--- config.mk ---
export PLATFORM = sky130hd
export DESIGN_NAME = hit_resolver
export DESIGN_NICKNAME = d
export VERILOG_FILES = /design/src/rtl/fighter_pkg.sv /design/src/rtl/hit_defender.sv /design/src/rtl/hit_resolver.sv
export SDC_FILE = /design/constraint.sdc
export NUM_CORES = 1
export LEC_CHECK = 0
export CAP_MARGIN = 40
export CORE_MARGIN = 5
export CORE_UTILIZATION = 45
export DETAILED_ROUTE_END_ITERATION = 10
export PLACE_DENSITY_LB_ADDON = 0.25
export SLEW_MARGIN = 20
export SYNTH_ARGS = -nofsm -noshare
export SYNTH_HDL_FRONTEND = slang
export SYNTH_SLANG_ARGS = --single-unit
--- constraint.sdc ---
create_clock -name clk -period 16.6 [get_ports clk]
set_clock_uncertainty 0.1 [all_clocks]
set_input_delay 1.66 -clock clk [delete_from_list [all_inputs] [get_ports clk]]
set_output_delay 1.66 -clock clk [all_outputs]
set_load 0.01 [all_outputs]
--- src/rtl/fighter_pkg.sv ---
// Shared fighter constants: hitbox/hurtbox geometry, health defaults, winner codes, defender states.
// Box helpers work in 12-bit signed so left-facing offsets can go negative before clamping.
// Ports: none (package).
package fighter_pkg;

    localparam int MAX_HEALTH_DEF     = 100;
    localparam int DAMAGE_DEF         = 10;
    localparam int HITSTUN_FRAMES_DEF = 20;
    localparam int HEALTH_W           = 7;
    localparam int CNT_W              = 8;

    localparam logic signed [11:0] HIT_OFS_F  =  12'sd85;
    localparam logic signed [11:0] HIT_OFS_B  = -12'sd5;
    localparam logic signed [11:0] HIT_OFS_Y  = -12'sd5;
    localparam logic signed [11:0] HIT_W      =  12'sd40;
    localparam logic signed [11:0] HIT_H      =  12'sd80;
    localparam logic signed [11:0] HURT_OFS_X =  12'sd40;
    localparam logic signed [11:0] HURT_OFS_Y =  12'sd53;
    localparam logic signed [11:0] HURT_W     =  12'sd40;
    localparam logic signed [11:0] HURT_H     =  12'sd45;

    localparam logic [1:0] WIN_NONE = 2'b00;
    localparam logic [1:0] WIN_P1   = 2'b01;
    localparam logic [1:0] WIN_P2   = 2'b10;
    localparam logic [1:0] WIN_DRAW = 2'b11;

    typedef enum logic [1:0] {
        ST_ALIVE   = 2'd0,
        ST_HITSTUN = 2'd1,
        ST_KO      = 2'd2
    } def_state_e;

    typedef struct packed {
        logic signed [11:0] x0;
        logic signed [11:0] y0;
        logic signed [11:0] x1;
        logic signed [11:0] y1;
    } box_t;

    // Attacker hitbox; x0 is clamped at the left screen edge and the width
    // is measured from the clamped edge.
    function automatic box_t hit_box(input logic [9:0] px, input logic [9:0] py,
                                     input logic facing);
        logic signed [11:0] x0;
        logic signed [11:0] y0;
        x0 = $signed({2'b00, px}) + (facing ? HIT_OFS_F : HIT_OFS_B);
        if (x0[11]) begin
            x0 = '0;
        end
        y0 = $signed({2'b00, py}) + HIT_OFS_Y;
        hit_box.x0 = x0;
        hit_box.y0 = y0;
        hit_box.x1 = x0 + HIT_W;
        hit_box.y1 = y0 + HIT_H;
    endfunction

    function automatic box_t hurt_box(input logic [9:0] px, input logic [9:0] py);
        logic signed [11:0] x0;
        logic signed [11:0] y0;
        x0 = $signed({2'b00, px}) + HURT_OFS_X;
        y0 = $signed({2'b00, py}) + HURT_OFS_Y;
        hurt_box.x0 = x0;
        hurt_box.y0 = y0;
        hurt_box.x1 = x0 + HURT_W;
        hurt_box.y1 = y0 + HURT_H;
    endfunction

    // Strict overlap: boxes that only share an edge do not touch.
    function automatic logic boxes_overlap(input box_t a, input box_t b);
        boxes_overlap = (a.x0 < b.x1) && (b.x0 < a.x1) && (a.y0 < b.y1) && (b.y0 < a.y1);
    endfunction

endpackage

--- src/rtl/hit_defender.sv ---
// Per-player defender: ALIVE/HITSTUN/KO state, hitstun countdown and health, stepped on frame strobe.
// Ports: clk/reset_n; scen_i frame strobe; restart_i round restart; freeze_i game over; hit_i gated hit;
//        health_o, hitstun_o, hit_pulse_o (registered), alive_o and ko_now_o (combinational helpers).
module hit_defender
    import fighter_pkg::*;
#(
    parameter int MAX_HEALTH     = MAX_HEALTH_DEF,
    parameter int DAMAGE         = DAMAGE_DEF,
    parameter int HITSTUN_FRAMES = HITSTUN_FRAMES_DEF
) (
    input  logic                clk,
    input  logic                reset_n,
    input  logic                scen_i,
    input  logic                restart_i,
    input  logic                freeze_i,
    input  logic                hit_i,
    output logic [HEALTH_W-1:0] health_o,
    output logic                hitstun_o,
    output logic                hit_pulse_o,
    output logic                alive_o,
    output logic                ko_now_o
);

    localparam logic [HEALTH_W-1:0] HP_MAX    = HEALTH_W'(MAX_HEALTH);
    localparam logic [HEALTH_W-1:0] DMG       = HEALTH_W'(DAMAGE);
    localparam logic [CNT_W-1:0]    STUN_LAST = CNT_W'(HITSTUN_FRAMES - 1);

    def_state_e          state_q;
    logic [HEALTH_W-1:0] health_q;
    logic [CNT_W-1:0]    cnt_q;
    logic                hitstun_q;
    logic                hit_pulse_q;

    always_ff @(posedge clk) begin
        if (!reset_n) begin
            state_q     <= ST_ALIVE;
            health_q    <= HP_MAX;
            cnt_q       <= '0;
            hitstun_q   <= 1'b0;
            hit_pulse_q <= 1'b0;
        end else begin
            hit_pulse_q <= 1'b0;
            if (scen_i) begin
                if (restart_i) begin
                    state_q   <= ST_ALIVE;
                    health_q  <= HP_MAX;
                    cnt_q     <= '0;
                    hitstun_q <= 1'b0;
                end else if (!freeze_i) begin
                    case (state_q)
                        ST_ALIVE: begin
                            if (hit_i) begin
                                hit_pulse_q <= 1'b1;
                                if (health_q > DMG) begin
                                    state_q   <= ST_HITSTUN;
                                    cnt_q     <= STUN_LAST;
                                    health_q  <= health_q - DMG;
                                    hitstun_q <= 1'b1;
                                end else begin
                                    state_q  <= ST_KO;
                                    health_q <= '0;
                                end
                            end
                        end
                        ST_HITSTUN: begin
                            if (cnt_q == '0) begin
                                state_q   <= ST_ALIVE;
                                hitstun_q <= 1'b0;
                            end else begin
                                cnt_q <= cnt_q - 1'b1;
                            end
                        end
                        default: ;  // ST_KO holds until restart or reset
                    endcase
                end
            end
        end
    end

    assign health_o    = health_q;
    assign hitstun_o   = hitstun_q;
    assign hit_pulse_o = hit_pulse_q;
    assign alive_o     = (state_q == ST_ALIVE);
    // The top uses this to decide game over in the same frame as the finishing blow.
    assign ko_now_o    = hit_i && (health_q <= DMG);

endmodule

--- src/rtl/hit_resolver.sv ---
// Frame-stepped hit resolution for two fighters: box overlap, one-hit-per-swing latches, KO and winner.
// Ports: clk, reset_n, SCEN, round_restart; per player pos/facing/attack_active/attack_damage in,
//        hitstun_active/health/hit_pulse out; game_over and winner out. All outputs registered.
module hit_resolver
    import fighter_pkg::*;
#(
    parameter int MAX_HEALTH     = MAX_HEALTH_DEF,
    parameter int DAMAGE         = DAMAGE_DEF,
    parameter int HITSTUN_FRAMES = HITSTUN_FRAMES_DEF
) (
    input  logic                clk,
    input  logic                reset_n,
    input  logic                SCEN,
    input  logic                round_restart,
    input  logic [9:0]          p1_pos_x,
    input  logic [9:0]          p1_pos_y,
    input  logic                p1_facing,
    input  logic                p1_attack_active,
    input  logic                p1_attack_damage,
    input  logic [9:0]          p2_pos_x,
    input  logic [9:0]          p2_pos_y,
    input  logic                p2_facing,
    input  logic                p2_attack_active,
    input  logic                p2_attack_damage,
    output logic                p1_hitstun_active,
    output logic [HEALTH_W-1:0] p1_health,
    output logic                p1_hit_pulse,
    output logic                p2_hitstun_active,
    output logic [HEALTH_W-1:0] p2_health,
    output logic                p2_hit_pulse,
    output logic                game_over,
    output logic [1:0]          winner
);

    box_t hb1, hb2, hu1, hu2;
    logic p1_alive, p2_alive;
    logic p1_ko_now, p2_ko_now;
    logic p1_lands, p2_lands;      // attacker N lands a hit this frame
    logic [1:0] latch_q, latch_d;  // bit0 = P1 swing already connected, bit1 = P2
    logic       game_over_q, game_over_d;
    logic [1:0] winner_q, winner_d;

    assign hb1 = hit_box(p1_pos_x, p1_pos_y, p1_facing);
    assign hb2 = hit_box(p2_pos_x, p2_pos_y, p2_facing);
    assign hu1 = hurt_box(p1_pos_x, p1_pos_y);
    assign hu2 = hurt_box(p2_pos_x, p2_pos_y);

    // Restart wins over hit evaluation in the same frame.
    assign p1_lands = SCEN && !round_restart && !game_over_q && p1_attack_damage
                      && !latch_q[0] && p2_alive && boxes_overlap(hb1, hu2);
    assign p2_lands = SCEN && !round_restart && !game_over_q && p2_attack_damage
                      && !latch_q[1] && p1_alive && boxes_overlap(hb2, hu1);

    always_comb begin
        latch_d     = latch_q;
        game_over_d = game_over_q;
        winner_d    = winner_q;
        if (SCEN) begin
            if (round_restart) begin
                // Swings already underway at restart must end before they can score.
                latch_d     = 2'b11;
                game_over_d = 1'b0;
                winner_d    = WIN_NONE;
            end else if (!game_over_q) begin
                latch_d[0] = p1_lands || (latch_q[0] && p1_attack_active);
                latch_d[1] = p2_lands || (latch_q[1] && p2_attack_active);
                if (p1_ko_now || p2_ko_now) begin
                    game_over_d = 1'b1;
                    // Bit 0 = P1 survives, bit 1 = P2 survives; double KO gives draw.
                    winner_d    = {p1_ko_now, p2_ko_now};
                end
            end
        end
    end

    always_ff @(posedge clk) begin
        if (!reset_n) begin
            latch_q     <= '0;
            game_over_q <= 1'b0;
            winner_q    <= WIN_NONE;
        end else begin
            latch_q     <= latch_d;
            game_over_q <= game_over_d;
            winner_q    <= winner_d;
        end
    end

    hit_defender #(
        .MAX_HEALTH    (MAX_HEALTH),
        .DAMAGE        (DAMAGE),
        .HITSTUN_FRAMES(HITSTUN_FRAMES)
    ) u_def_p1 (
        .clk        (clk),
        .reset_n    (reset_n),
        .scen_i     (SCEN),
        .restart_i  (round_restart),
        .freeze_i   (game_over_q),
        .hit_i      (p2_lands),
        .health_o   (p1_health),
        .hitstun_o  (p1_hitstun_active),
        .hit_pulse_o(p1_hit_pulse),
        .alive_o    (p1_alive),
        .ko_now_o   (p1_ko_now)
    );

    hit_defender #(
        .MAX_HEALTH    (MAX_HEALTH),
        .DAMAGE        (DAMAGE),
        .HITSTUN_FRAMES(HITSTUN_FRAMES)
    ) u_def_p2 (
        .clk        (clk),
        .reset_n    (reset_n),
        .scen_i     (SCEN),
        .restart_i  (round_restart),
        .freeze_i   (game_over_q),
        .hit_i      (p1_lands),
        .health_o   (p2_health),
        .hitstun_o  (p2_hitstun_active),
        .hit_pulse_o(p2_hit_pulse),
        .alive_o    (p2_alive),
        .ko_now_o   (p2_ko_now)
    );

    assign game_over = game_over_q;
    assign winner    = winner_q;

endmodule

[Word-level counts from Yosys, hierarchy flattened]
Index checks and enable logic that the tools add are counted.
Storage, ports and cells
  flip-flop bits (word level): 43
  output and inout bits: 21
  logic and storage cells: 170
Cells by class
  $add $sub $neg: 20
  magnitude comparators: 12
  equality and inequality tests: 11
  muxes and demuxes: 60
  bitwise logic cells: 4
  reductions and logical operators: 50
Operators by type and width (number)
  $lt A12 B12 Y1: 8
  $mux W8: 10
  $mux W7: 10
  $add A11 B6 Y12 const B: 4
  $add A10 B6 Y11 const B: 4
  $pmux W8 S2: 2
  $mux W2: 15
  $add A11 B12 Y12: 2
  $add A11 B4 Y12 const B: 2
  $add A12 B7 Y12 const B: 2
  $add A12 B8 Y12 const B: 2
  $mux W12: 2
  $reduce_and A6 Y1: 4
  $mux W11: 2
  $logic_and A1 B1 Y1: 20
  $ne A3 B2 Y1 const B: 6
  $logic_not A8 Y1: 2
  $sub A8 B1 Y8 const B: 2
  $mux W1: 15
  $gt A7 B4 Y1 const B: 2
  $le A7 B4 Y1 const B: 2
  $sub A7 B4 Y7 const B: 2
  $reduce_and A5 Y1: 2
  $reduce_bool A2 Y1: 5
  other kinds (14): 30

[Logic depth before layout (Yosys ltp)]
  depth after elaboration: 14
  gate-level depth with buffers: 24
  gate-level depth less buffers: 24

[Modules after synthesis]
A second synthesis with hierarchy kept.
Second synthesis, totals
  cell total of the unflattened synthesis: 968
  area total of the unflattened synthesis: 7313.3 sq um
Modules (own cells, without submodules)
  hit_resolver: times used 1, cells each 706, area an instance 5193.7 sq um, seq. area each 100.1 sq um
  hit_defender: times used 2, cells each 131, area an instance 1059.8 sq um, seq. area each 360.3 sq um

[Worst setup path after synthesis]
Ideal clock, no wire load.
  path kind: input port to flip-flop
  from: input port p2_facing
  to: register u_def_p1.health_q[5] (netlist: u_def_p1.health_o[5])
  arrival: 6.393 ns
  slack: 10.037 ns
  stages on the path: 23
  path buffers: 1
  path through: inv_1 ha_1 o21a_1 or3_4 o21ai_1 nand3_1 buf_2 nand2b_1 inv_1 ha_1 inv_1 o2bb2ai_1 or4b_4 xor2_1 ha_1 a211oi_1 o21ai_0 o221a_2 o31a_1 or4_1 nor2_2 mux2_1 a21oi_1
Between the ends
  cells in the longest elaborated chain, start to end: 11
Ends and longest elaborated chain
  start, declared: RTL line hit_resolver.sv:22  | input logic p2_facing,
  $mux W12 (*): RTL line fighter_pkg.sv:46  | x0 = $signed({2'b00, px}) + (facing ? HIT_OFS_F : HIT_OFS_B);
  $add A11 B12 Y12 (*): RTL line fighter_pkg.sv:46
  $mux W11 (*): RTL line fighter_pkg.sv:47  | if (x0[11]) begin
  $add A12 B7 Y12: RTL line fighter_pkg.sv:53  | hit_box.x1 = x0 + HIT_W;
  $lt A12 B12 Y1: RTL line fighter_pkg.sv:70  | boxes_overlap = (a.x0 < b.x1) && (b.x0 < a.x1) && (a.y0 < b.y1) && (b.y0 < a.y1);
  $logic_and A1 B1 Y1 (*) (3 in a row): RTL line fighter_pkg.sv:70
  $logic_and A1 B1 Y1 (*): RTL line hit_resolver.sv:52  | && !latch_q[1] && p1_alive && boxes_overlap(hb2, hu1);
  $reduce_bool A2 Y1 (no line) (*)
  $reduce_and A4 Y1 (no line) (*)
  end signal, assigned: RTL line hit_defender.sv:57  | health_q <= health_q - DMG;
  end, declared: RTL line hit_defender.sv:29  | logic [HEALTH_W-1:0] health_q;
Every way passes the cells marked *; elsewhere a longest branch is shown, timed or not.
A chain may end at the register's enable or synchronous reset.

[Worst setup path in the final report]
Same ends and word-level chain as after synthesis.

==> results.py <==
metrics = {
    "floorplan": {
        "die_area_mm2": 0.0187,
        "dieWidth_um": 137,
        "die_h_um": 137,
        "core_mm2": 0.0158,
        "row_count": 46,
        "start_util": 0.457,
        "num_io_pins": 71,
    },
    "finish": {
        "final_layout_size_suffix_gt1_frac": 0.0315,
        "layout.nets": 1222,
        "syn2layout_area_growth_pct": 14.7,
        "diodes": 0,
        "finalNonFillerCells": 1264,
        "fillerInstances": 1554,
    },
    "sta": {
        "rsz0062_at_grt": "no",
        "period_share": 0.448,
        "whs_ns": 0.364,
        "slew_headroom": 0.465,
        "maxSlewViolCount": 0,
        "hold_violations": 0,
        "tns_ns": 0,
        "clock.fmax_mhz": 135,
        "setup_viol_count_final": 0,
        "min_period_ns": 7.43,
        "tightestPinTransition_ns": 0.796,
    },
    "detailed_routing": {
        "drtPass1Iterations": 5,
        "drt_iter0_markers": 511,
        "drc": 0,
        "via_per_inst": 5.69,
        "ant_nets": 0,
        "routed_wl_mm": 19.5,
        "via_count": 7192,
        "wl_per_cell_um": 15.4,
    },
    "placement": {
        "portBuffers": 68,
        "dp_cells": 1256,
        "dp_hpwl_mm": 16.1,
        "place.gp.congestion": 0.945,
    },
    "clocking": {
        "cts_root_buffer": "clkbuf_16",
        "cts_sinks": 41,
        "numCtsBuffers": 5,
        "clock_latency_ns": 0.29,
        "cts.repair.resized": 0,
        "hold_buffers": 0,
        "clk_transition_reported_paths_ns": 0.06,
        "clk_path_buf_depth": 2,
        "cts_max_level": 2,
        "cts_tree": "done",
        "post_cts_buffers": 0,
    },
    "worst_setup_path": {
        "r2r_slack_ns": 13.71,
        "path_delay_family": "simple AND/OR/NAND/NOR gates",
        "rr_endpoint": "u_def_p2.cnt_q[0]",
        "worst-path-stages": 23,
        "path_class": "input port to flip-flop",
        "cp_cell_sequence": "clkdlybuf4s50_1 > inv_1 > ha_1 > o21a_1 > or3_4 > o21ai_1 > nand3_1 > nand2b_1 > inv_1 > ha_1 > inv_1 > o2bb2ai_1 > or4b_4 > xor2_1 > ha_1 > a211oi_1 > o21ai_0 > o221a_2 > o31a_1 > or4_1 > nor2_2 > mux2_1 > a21oi_1",
        "start_kind": "input port",
        "cp.required_ns": 16.71,
        "end_kind": "flip-flop",
        "cpPeakStageDelay_ns": 0.55,
        "worstPathArrival_ns": 7.54,
        "worstReg2RegStart": "u_def_p2.state_q[0]",
        "worstPathMaxFanout": 12,
        "reg2regPathDepth": 8,
        "crit_path_top_delay_cell": "clkdlybuf4s50_1",
        "critPathBufInv": 4,
    },
    "run": {
        "drv_cap": 0,
    },
    "status": {
        "outcome": "complete, no violations",
    },
    "synth": {
        "synth_edf_count": 0,
        "yosysWarnings": 0,
        "ys_ff_latch": 41,
        "synth_ff_type": "dfxtp_1",
        "yosysSeqAreaShare": 0.114,
        "synthCells": 988,
        "synthDistinctLibCells": 79,
        "syn_area_per_cell_um2": 7.32,
        "ys_async_sr_fraction": 0,
        "netlist_area_mm2": 0.00723,
    },
    "worst_hold_path": {
        "hold_start": "winner[0]",
        "worst_hold_path_type": "flip-flop to flip-flop",
        "min_delay_path_depth": 2,
        "hold_end": "winner[0]",
    },
    "grt": {
        "grt_pass1_wl_mm": 32.1,
        "grt_pass1_vias": 6706,
        "grt_max_degree": 19,
        "grt-ovfl-total": 0,
        "antenna_found_initial": 0,
        "grtUsageTotal": 0.205,
    },
    "power_and_ir_drop": {
        "p_per_area_mw_per_mm2": 60.2,
        "p_leak_nw": 3.52,
        "vdd.ir_drop.worst_mv": 0.0342,
    },
}
-- per-layer routing --
layer | share of wire | track usage
met1 | 0.48 | 0.282
met2 | 0.46 | 0.351
met3 | 0.039 | 0.0199
met4 | 0.015 | 0.0398
met5 | 0 | 0
-- sequential cells by signal, indices dropped and copies added, names as in the netlist --
name and cells:
u_def_p1.state_q 2, latch_q 2, u_def_p2.state_q 2, u_def_p2.cnt_q 8
u_def_p2.hitstun_o 1, u_def_p1.cnt_q 8, u_def_p1.hitstun_o 1, u_def_p1.health_o 6
game_over 1, winner 2, u_def_p2.health_o 6, u_def_p1.hit_pulse_o 1
u_def_p2.hit_pulse_o 1
-- worst register-to-register path, stage by stage (launching register included) --
cell and delay, ns:
dfxtp_1 0.36, nor3_1 0.67, and3_1 0.30, o2111ai_1 0.12, nor4_1 0.25, o2111ai_2 0.35, a21oi_1 0.39, o211ai_1 0.14
a21oi_1 0.13
-- cell usage in the layout (no fill, tap or decap), types with 5 or more instances in the layout --
master / synthesis / layout
o21ai_0: 56 / 56
or3_1: 10 / 10
o21ai_1: 11 / 11
nor3_1: 38 / 38
o31ai_1: 5 / 5
a31oi_1: 11 / 11
xor2_1: 33 / 33
or2_2: 6 / 6
xnor2_1: 59 / 59
clkdlybuf4s50_1: 0 / 68
a21o_1: 14 / 14
nand2_1: 76 / 76
inv_1: 74 / 74
nand2b_1: 18 / 18
nor2_1: 98 / 98
nor2b_1: 9 / 9
o211ai_1: 5 / 5
and3_1: 13 / 13
nor4_1: 10 / 10
o21a_1: 17 / 17
a41oi_1: 5 / 5
nand4_1: 14 / 14
o2111ai_1: 8 / 8
a21oi_1: 68 / 68
ha_1: 123 / 123
nand3_1: 28 / 28
a21boi_0: 6 / 6
a211oi_1: 13 / 13
dfxtp_1: 41 / 41
o22ai_1: 5 / 5
clkbuf_16: 0 / 5
and2_1: 10 / 10
-- stage by stage --
stage                      util  total power, mW  instance area [µm²]  setup WS [ns]
after floorplan               -            0.311                 7240          10.04
after global placement    0.513            0.380                 8120           9.12
after detailed placement  0.513            0.382                 8120           8.95
after CTS                 0.524            0.499                 8290           9.16
after global routing      0.524            0.542                 8290           8.84
final                     0.524            0.499                 8290           9.17
-- logic make-up (layout without fill, tap and decap cells) --
family | after synthesis | in the layout | synth area share
flip-flops | 41 | 41 | 0.114
AND/OR/NAND/NOR | 357 | 357 | 0.249
multiplexers | 4 | 4 | 0.00589
buffers and inverters | 95 | 153 | 0.0507
XOR/XNOR | 92 | 92 | 0.111
adder cells (fa/ha/maj) | 125 | 125 | 0.218
other | 2 | 4 | 0.00104
AO/OA/AOI/OAI | 272 | 272 | 0.250
-- cell usage after synthesis, drive strengths merged (10+ instances only) --
library cell	number	area, µm²
a21oi	69	349
dfxtp	41	821
a21o	14	105
and2	10	62.6
nand4	15	109
nor3	38	190
a31oi	12	90.1
nand2b	18	113
and3	13	81.3
nor4	10	62.6
xnor2	59	517
nand2	77	292
or3	11	73.8
xor2	33	289
o21ai	67	335
nor2	100	380
nand3	28	140
clkbuf	16	60.1
a211oi	13	97.6
inv	74	278
o21a	17	128
ha	123	1540
-- worst max path at each step --
stage | endpoint | startpoint
finish | u_def_p1.health_o[5] | p2_facing
global route | u_def_p1.health_o[5] | p2_facing
CTS | u_def_p1.health_o[5] | p2_facing
detailed placement | u_def_p1.health_o[5] | p2_facing
global placement | u_def_p1.health_o[5] | p2_facing
floorplan | u_def_p1.health_o[5] | p2_facing
-- power breakdown --
group	internal [mW]	leakage (nW)	switching, mW	total [mW]
Sequential	0.101	0.332	0.00292	0.104
Clock	0.0752	0.0841	0.0401	0.115
Combinational	0.119	3.11	0.160	0.280
-- cell type report --
class	count	area [µm²]	share of cell area
clock inverters	1	30.0	0.00362
inverters	75	282	0.0340
well taps	216	270	0.0326
multi-input cells	854	6050	0.730
flip-flops and latches	41	821	0.0990
repair buffers	70	696	0.0839
clock buffers	7	143	0.0172
Note: power is estimated with default switching activity, not from simulation.
